**config.mk**
```make
export PLATFORM = sky130hd
export DESIGN_NAME = cmd_addr_dly_seq
export DESIGN_NICKNAME = d
export VERILOG_FILES = /design/src/rtl/cmd_addr_pkg.sv /design/src/rtl/cmd_addr_dly_table.sv /design/src/rtl/cmd_addr_dly_seq.sv
export SDC_FILE = /design/constraint.sdc
export NUM_CORES = 1
export LEC_CHECK = 0
export BUFFER_PORTS_ARGS = -buffer_cell sky130_fd_sc_hd__buf_2
export CAP_MARGIN = 40
export CORE_ASPECT_RATIO = 1.4
export CORE_MARGIN = 1.5
export CORE_UTILIZATION = 49
export CTS_CLUSTER_SIZE = 16
export DETAILED_ROUTE_END_ITERATION = 8
export GPL_ROUTABILITY_DRIVEN = 0
export PLACE_DENSITY = 0.66
export RECOVER_POWER = 25
export SYNTH_ARGS = -nofsm -noshare
export SYNTH_HDL_FRONTEND = slang
export SYNTH_SLANG_ARGS = --single-unit
```
**constraint.sdc**
```tcl
create_clock -name clk_div -period 8.4 [get_ports clk_div]
set_input_delay 0.84 -clock clk_div [delete_from_list [all_inputs] [get_ports clk_div]]
set_output_delay 0.84 -clock clk_div [all_outputs]
set_load 0.02 [all_outputs]
```
**src/rtl/cmd_addr_pkg.sv**
```systemverilog
// Shared definitions for the cmd/addr delay-programming sequencer:
// index width, command-line layout and sequencer state encoding.
package cmd_addr_pkg;

  // Width of table / sweep indices (covers up to 32 lines).
  localparam int IDX_W = 5;

  // Default PHY delay address of the first command line.
  localparam int CMD_BASE_DEF = 24;

  // Command-line offsets relative to CMD_BASE.
  localparam int CMD_BA0 = 0;
  localparam int CMD_BA1 = 1;
  localparam int CMD_BA2 = 2;
  localparam int CMD_WE  = 3;
  localparam int CMD_RAS = 4;
  localparam int CMD_CAS = 5;
  localparam int CMD_CKE = 6;
  localparam int CMD_ODT = 7;

  // Sequencer states.
  typedef enum logic [1:0] {
    ST_IDLE = 2'd0,
    ST_LOAD = 2'd1,
    ST_GAP  = 2'd2,
    ST_SET  = 2'd3
  } seq_state_t;

endpackage

```
**src/rtl/cmd_addr_dly_table.sv**
```systemverilog
// Per-line delay value table: one write port, a combinational port used
// by the sweep, and a registered readback port for software.
module cmd_addr_dly_table
  import cmd_addr_pkg::*;
#(
  parameter int LINES     = 23,
  parameter int DLY_WIDTH = 8
) (
  input  logic                 clk_div,
  input  logic                 rst,
  input  logic                 wr_en,
  input  logic [IDX_W-1:0]     wr_idx,
  input  logic [DLY_WIDTH-1:0] wr_data,
  input  logic [IDX_W-1:0]     sw_idx,
  output logic [DLY_WIDTH-1:0] sw_data,
  input  logic [IDX_W-1:0]     rd_idx,
  output logic [DLY_WIDTH-1:0] rd_data
);

  logic [DLY_WIDTH-1:0] mem_r [LINES];
  logic [DLY_WIDTH-1:0] rd_data_r;

  // Table storage: writes to indices beyond the table are dropped.
  always_ff @(posedge clk_div or posedge rst) begin
    if (rst) begin
      for (int i = 0; i < LINES; i++) begin
        mem_r[i] <= {DLY_WIDTH{1'b0}};
      end
    end else if (wr_en && (int'(wr_idx) < LINES)) begin
      mem_r[wr_idx] <= wr_data;
    end
  end

  // Sweep read: current stored value, so a same-cycle write is not seen.
  always_comb begin
    sw_data = {DLY_WIDTH{1'b0}};
    if (int'(sw_idx) < LINES) begin
      sw_data = mem_r[sw_idx];
    end else begin
      sw_data = {DLY_WIDTH{1'b0}};
    end
  end

  // Registered readback; out-of-range indices read as zero.
  always_ff @(posedge clk_div or posedge rst) begin
    if (rst) begin
      rd_data_r <= {DLY_WIDTH{1'b0}};
    end else if (int'(rd_idx) < LINES) begin
      rd_data_r <= mem_r[rd_idx];
    end else begin
      rd_data_r <= {DLY_WIDTH{1'b0}};
    end
  end

  assign rd_data = rd_data_r;

endmodule

```
**src/rtl/cmd_addr_dly_seq.sv**
```systemverilog
// Delay-programming sequencer for the DDR3 cmd/addr PHY. Walks every
// address and command line through the ld_delay port (table or broadcast
// value), waits SET_GAP idle cycles and then issues one set strobe.
// Outputs are registered from the next-state decode so that the load of
// line 0 appears in the cycle right after start is sampled.
module cmd_addr_dly_seq
  import cmd_addr_pkg::*;
#(
  parameter int ADDRESS_NUMBER = 15,
  parameter int DLY_WIDTH      = 8,
  parameter int CMD_BASE       = CMD_BASE_DEF,
  parameter int SET_GAP        = 2
) (
  input  logic                 clk_div,
  input  logic                 rst,
  input  logic                 wr_en,
  input  logic [IDX_W-1:0]     wr_idx,
  input  logic [DLY_WIDTH-1:0] wr_data,
  input  logic [IDX_W-1:0]     rd_idx,
  output logic [DLY_WIDTH-1:0] rd_data,
  input  logic                 start,
  input  logic                 broadcast,
  input  logic [DLY_WIDTH-1:0] bcast_data,
  input  logic                 abort,
  output logic                 busy,
  output logic                 done,
  output logic [DLY_WIDTH-1:0] dly_data,
  output logic [4:0]           dly_addr,
  output logic                 ld_delay,
  output logic                 set
);

  localparam int               LINES    = ADDRESS_NUMBER + CMD_ODT + 1;
  localparam logic [IDX_W-1:0] LAST_IDX = IDX_W'(LINES - 1);
  localparam logic [IDX_W-1:0] IDX_ONE  = IDX_W'(1);
  localparam logic [3:0]       GAP_LAST = 4'((SET_GAP > 0) ? (SET_GAP - 1) : 0);

  // Table index to PHY delay line: address lines first, then command lines.
  function automatic logic [4:0] map_line(input logic [IDX_W-1:0] idx);
    logic [4:0] res;
    if (int'(idx) < ADDRESS_NUMBER) begin
      res = idx;
    end else begin
      res = 5'(CMD_BASE + int'(idx) - ADDRESS_NUMBER);
    end
    return res;
  endfunction

  seq_state_t           state_r, state_s;
  logic [IDX_W-1:0]     idx_r, idx_s;
  logic [3:0]           gap_cnt_r, gap_cnt_s;
  logic                 bcast_r, bcast_s;
  logic [DLY_WIDTH-1:0] bdata_r, bdata_s;
  logic [DLY_WIDTH-1:0] sw_data_s;
  logic [DLY_WIDTH-1:0] load_data_s;

  logic                 busy_r, done_r, ld_delay_r, set_r;
  logic [DLY_WIDTH-1:0] dly_data_r;
  logic [4:0]           dly_addr_r;

  cmd_addr_dly_table #(
    .LINES     (LINES),
    .DLY_WIDTH (DLY_WIDTH)
  ) u_table (
    .clk_div (clk_div),
    .rst     (rst),
    .wr_en   (wr_en),
    .wr_idx  (wr_idx),
    .wr_data (wr_data),
    .sw_idx  (idx_s),
    .sw_data (sw_data_s),
    .rd_idx  (rd_idx),
    .rd_data (rd_data)
  );

  // Next-state, sweep index, gap counter and broadcast latch decode.
  always_comb begin
    state_s   = state_r;
    idx_s     = idx_r;
    gap_cnt_s = gap_cnt_r;
    bcast_s   = bcast_r;
    bdata_s   = bdata_r;
    case (state_r)
      ST_IDLE: begin
        if (start && !abort) begin
          state_s = ST_LOAD;
          idx_s   = {IDX_W{1'b0}};
          bcast_s = broadcast;
          bdata_s = bcast_data;
        end else begin
          state_s = ST_IDLE;
        end
      end
      ST_LOAD: begin
        if (abort) begin
          state_s = ST_IDLE;
        end else if (idx_r == LAST_IDX) begin
          if (SET_GAP > 0) begin
            state_s   = ST_GAP;
            gap_cnt_s = 4'd0;
          end else begin
            state_s = ST_SET;
          end
        end else begin
          idx_s = idx_r + IDX_ONE;
        end
      end
      ST_GAP: begin
        if (abort) begin
          state_s = ST_IDLE;
        end else if (gap_cnt_r == GAP_LAST) begin
          state_s = ST_SET;
        end else begin
          gap_cnt_s = gap_cnt_r + 4'd1;
        end
      end
      ST_SET: begin
        state_s = ST_IDLE;
      end
      default: begin
        state_s = ST_IDLE;
      end
    endcase
  end

  // Value for the line about to be loaded: broadcast latch or table entry.
  always_comb begin
    load_data_s = sw_data_s;
    if (bcast_s) begin
      load_data_s = bdata_s;
    end else begin
      load_data_s = sw_data_s;
    end
  end

  // Sequencer state and registered PHY / status outputs.
  always_ff @(posedge clk_div or posedge rst) begin
    if (rst) begin
      state_r    <= ST_IDLE;
      idx_r      <= {IDX_W{1'b0}};
      gap_cnt_r  <= 4'd0;
      bcast_r    <= 1'b0;
      bdata_r    <= {DLY_WIDTH{1'b0}};
      busy_r     <= 1'b0;
      done_r     <= 1'b0;
      ld_delay_r <= 1'b0;
      set_r      <= 1'b0;
      dly_data_r <= {DLY_WIDTH{1'b0}};
      dly_addr_r <= 5'd0;
    end else begin
      state_r    <= state_s;
      idx_r      <= idx_s;
      gap_cnt_r  <= gap_cnt_s;
      bcast_r    <= bcast_s;
      bdata_r    <= bdata_s;
      busy_r     <= (state_s != ST_IDLE);
      ld_delay_r <= (state_s == ST_LOAD);
      set_r      <= (state_s == ST_SET);
      // An abort landing on the set cycle still suppresses done.
      done_r     <= (state_r == ST_SET) && !abort;
      if (state_s == ST_LOAD) begin
        dly_addr_r <= map_line(idx_s);
        dly_data_r <= load_data_s;
      end
    end
  end

  assign busy     = busy_r;
  assign done     = done_r;
  assign ld_delay = ld_delay_r;
  assign set      = set_r;
  assign dly_data = dly_data_r;
  assign dly_addr = dly_addr_r;

endmodule

```
==> results.py <==
metrics = {
    "outcome": {
        "status": "complete, but fails checks",
        "failed_checks": "max-capacitance violations, max-slew violations",
    },
    "global_routing": {
        "grt_util_all_layers_pct": 26.6,
        "grt.overflow.total": 0,
        "grt_pass1_wl_um": 52300,
        "grt_pass1_vias": 8591,
        "antenna_found_initial": 2,
        "grt_max_degree": 115,
    },
    "clock_network": {
        "cts_setup_buffers": 0,
        "cts_max_level": 1,
        "ctsResizeCount": 0,
        "clock-sinks": 229,
        "clkTransAtPathRegs_ns": 0.06,
        "cts_tree": "done",
        "cts_root_buf": "clkbuf_16",
        "numCtsBuffers": 23,
        "cts_hold_buffers": 0,
        "worst_skew_pair.late_latency_ns": 0.52,
        "clockBufferDepth": 3,
    },
    "routing": {
        "dr.pass1.iters": 9,
        "via_count": 8543,
        "drt_wl_total_um": 33500,
        "wire_per_inst_um": 25.1,
        "via_per_inst": 6.40,
        "final_antenna_net_count": 0,
        "drc_errors": 0,
        "drt_iter0_drc": 589,
    },
    "setup_path": {
        "endpoint": "u_table.mem_r[47]",
        "r2r_cells": 9,
        "cp_cell_sequence": "buf_2 > clkinvlp_2 > buf_4",
        "max_stage_delay_ns": 2.76,
        "cp.arrival_ns": 4.82,
        "regToRegSetupSlack_ns": 4.79,
        "r2r-start": "idx_r[0]",
        "worstPathRequired_ns": 8.96,
        "crit_slowest_cell": "clkinvlp_2",
        "worstSetupPathType": "in -> async",
        "crit_path_start": "rst",
        "crit_fanout": 114,
        "cp-end-kind": "async pin",
        "critPathLaunchType": "input pin",
        "reg2reg_to": "dly_data[4]",
    },
    "sta": {
        "skew_ns": 0.0127,
        "worst_pin_slew_ns": 5.01,
        "finalSetupViolations": 0,
        "max_slew_margin_pct": -236,
        "setup_tns_ns": 0,
        "report.final.slew_viol_count": 115,
        "rsz0062_at_grt": "false",
        "hold_viol": 0,
        "finalCriticalPeriod_ns": 4.27,
        "finalCritPeriodShare_pct": 50.8,
        "max_freq_mhz": 234,
    },
    "final_layout": {
        "nFillCells": 2109,
        "area_growth_pct": 10.0,
        "instances_no_fill": 1335,
        "nNetsFinal": 1040,
        "drive_gt1_share_pct": 37.0,
        "finalCoreUtilization_pct": 54.6,
        "fin_area_mm2": 0.0134,
        "n_antenna_cell": 0,
    },
    "yosys": {
        "synthFlopType": "dfrtp_1",
        "yosysTopAreaCellShare_pct": 46.9,
        "ys_ff_latch": 229,
        "synth.distinct_cells": 64,
        "synth_edf_count": 0,
        "postSynthAreaPerCell_um2": 12.5,
        "synth_warnings": 0,
        "synth_nets": 1016,
        "yosysTopAreaCell": "dfrtp_1",
        "async_flop_share_pct": 100,
        "syn_inst": 979,
        "ys_top_cells_by_area": "dfrtp_1 47%, mux2_2 18%, mux4_2 8.9%, mux2i_1 5.2%, nand2_1 2.3%",
        "synth.most_common_cell": "dfrtp_1",
        "yosysSeqAreaShare_pct": 46.9,
        "syn-cell-area_mm2": 0.0122,
        "ys_top_cells_by_count": "229 x dfrtp_1, 199 x mux2_2, 75 x nand2_1, 63 x mux2i_1, 48 x mux4_2",
    },
    "floorplanning": {
        "initial_core_util_pct": 49.7,
        "dieArea_mm2": 0.0259,
        "die_w_um": 136,
        "pin_count": 57,
        "coreArea_mm2": 0.0246,
        "die_h_um": 190,
        "rows": 68,
    },
    "pwr": {
        "p_per_area_mw_per_mm2": 246,
        "ir_drop_mv": 0.218,
        "p_leak_nw": 5.95,
    },
    "placed_design": {
        "io_buffer_count": 56,
        "dp.cells": 1293,
        "place_area_mm2": 0.0127,
        "hpwlAfterDp_um": 22900,
    },
    "min_path": {
        "min_path_type": "reg -> reg",
    },
    "flow_run": {
        "drv_cap": 1,
    },
}
[area by class of cell]
class	count	area, um2	share of cell area [%]
multi-input combinational	653	6040	45.0
sequential	229	5730	42.7
clock buffer	31	646	4.81
timing repair buffer	75	438	3.26
tap	315	394	2.93
clock inverter	11	93.8	0.699
inverter	21	92.6	0.689
[power by group]
group | switching [mW] | internal (mW) | total, mW
registers | 0.171 | 1.32 | 1.49
logic | 0.406 | 0.389 | 0.795
clock network | 0.443 | 0.573 | 1.02
total | 1.02 | 2.28 | 3.30
[through the flow]
stage                     hold slack (ns)  setup slack, ns  power, mW
after floorplan                     0.472             1.28       2.05
after global placement              0.470             4.57       2.27
after detailed placement            0.474             4.44       2.30
after CTS                           0.488             4.84       3.31
after global routing                0.511             3.30       3.46
final                               0.486             4.13       3.30
[cells in the final DEF (no fill, tap or decap), drive strengths merged, types with 2 or more instances in the layout]
master | Yosys | routed
mux2 | 200 | 200
a31oi | 21 | 21
o22ai | 21 | 21
buf | 34 | 74
nor2 | 20 | 20
a221o | 7 | 7
o31ai | 11 | 11
clkinv | 2 | 7
nand2 | 75 | 75
nand2b | 5 | 5
clkinvlp | 0 | 5
or2 | 7 | 7
ha | 5 | 5
clkbuf | 42 | 32
nor3 | 5 | 5
xor2 | 2 | 2
mux2i | 63 | 63
a211oi | 28 | 28
and3 | 30 | 30
nor2b | 7 | 7
nand4 | 4 | 4
a221oi | 2 | 2
nor3b | 3 | 3
a2111oi | 2 | 2
and2 | 10 | 10
a311oi | 2 | 2
dfrtp | 229 | 229
xnor2 | 3 | 3
nand3 | 20 | 20
mux4 | 48 | 48
nand4b | 2 | 2
a21oi | 7 | 7
nor4 | 3 | 3
o21ai | 24 | 24
inv | 19 | 19
[per-layer routing]
layer / wire, um / GRT usage [%] / vias to the layer above
met5: 19 / 0 / -
met2: 17100 / 45.7 / 299
li1: - / - / 3708
met1: 13300 / 33.8 / 4451
met3: 1850 / 3.60 / 81
met4: 1340 / 10.6 / 4
[logic make-up after synthesis]
family	share of synthesized area [%]
buf+inv	3.91
xor+xnor	0.359
mux	32.5
simple gates	8.15
fa+ha+maj	0.512
compound gates	7.67
flops	46.9
[how the worst min path moves through the flow]
stage,from,endpoint,cells after the start,slack [ns]
CTS,dly_addr[1],dly_addr[1],2,0.49
detailed placement,dly_addr[1],dly_addr[1],2,0.47
finish,dly_addr[1],dly_addr[1],2,0.49
global placement,dly_addr[3],dly_addr[3],2,0.47
global route,dly_addr[1],dly_addr[1],2,0.51
floorplan,bdata_r[0],bdata_r[0],1,0.47
[critical path: cells and delay by family]
kind | cells | cell delay, ns
buf+inv | 3 | 3.85
[registers in the layout, indices dropped and copies added (netlist names)]
| signal | flops |
|---|---|
| dly_addr | 5 |
| bcast_r | 1 |
| dly_data | 8 |
| u_table.rd_data | 8 |
| state_r | 2 |
| done | 1 |
| ld_delay | 1 |
| set | 1 |
| busy | 1 |
| u_table.mem_r | 184 |
| gap_cnt_r | 4 |
| bdata_r | 8 |
| idx_r | 5 |
(Power assumes the default switching activity.)
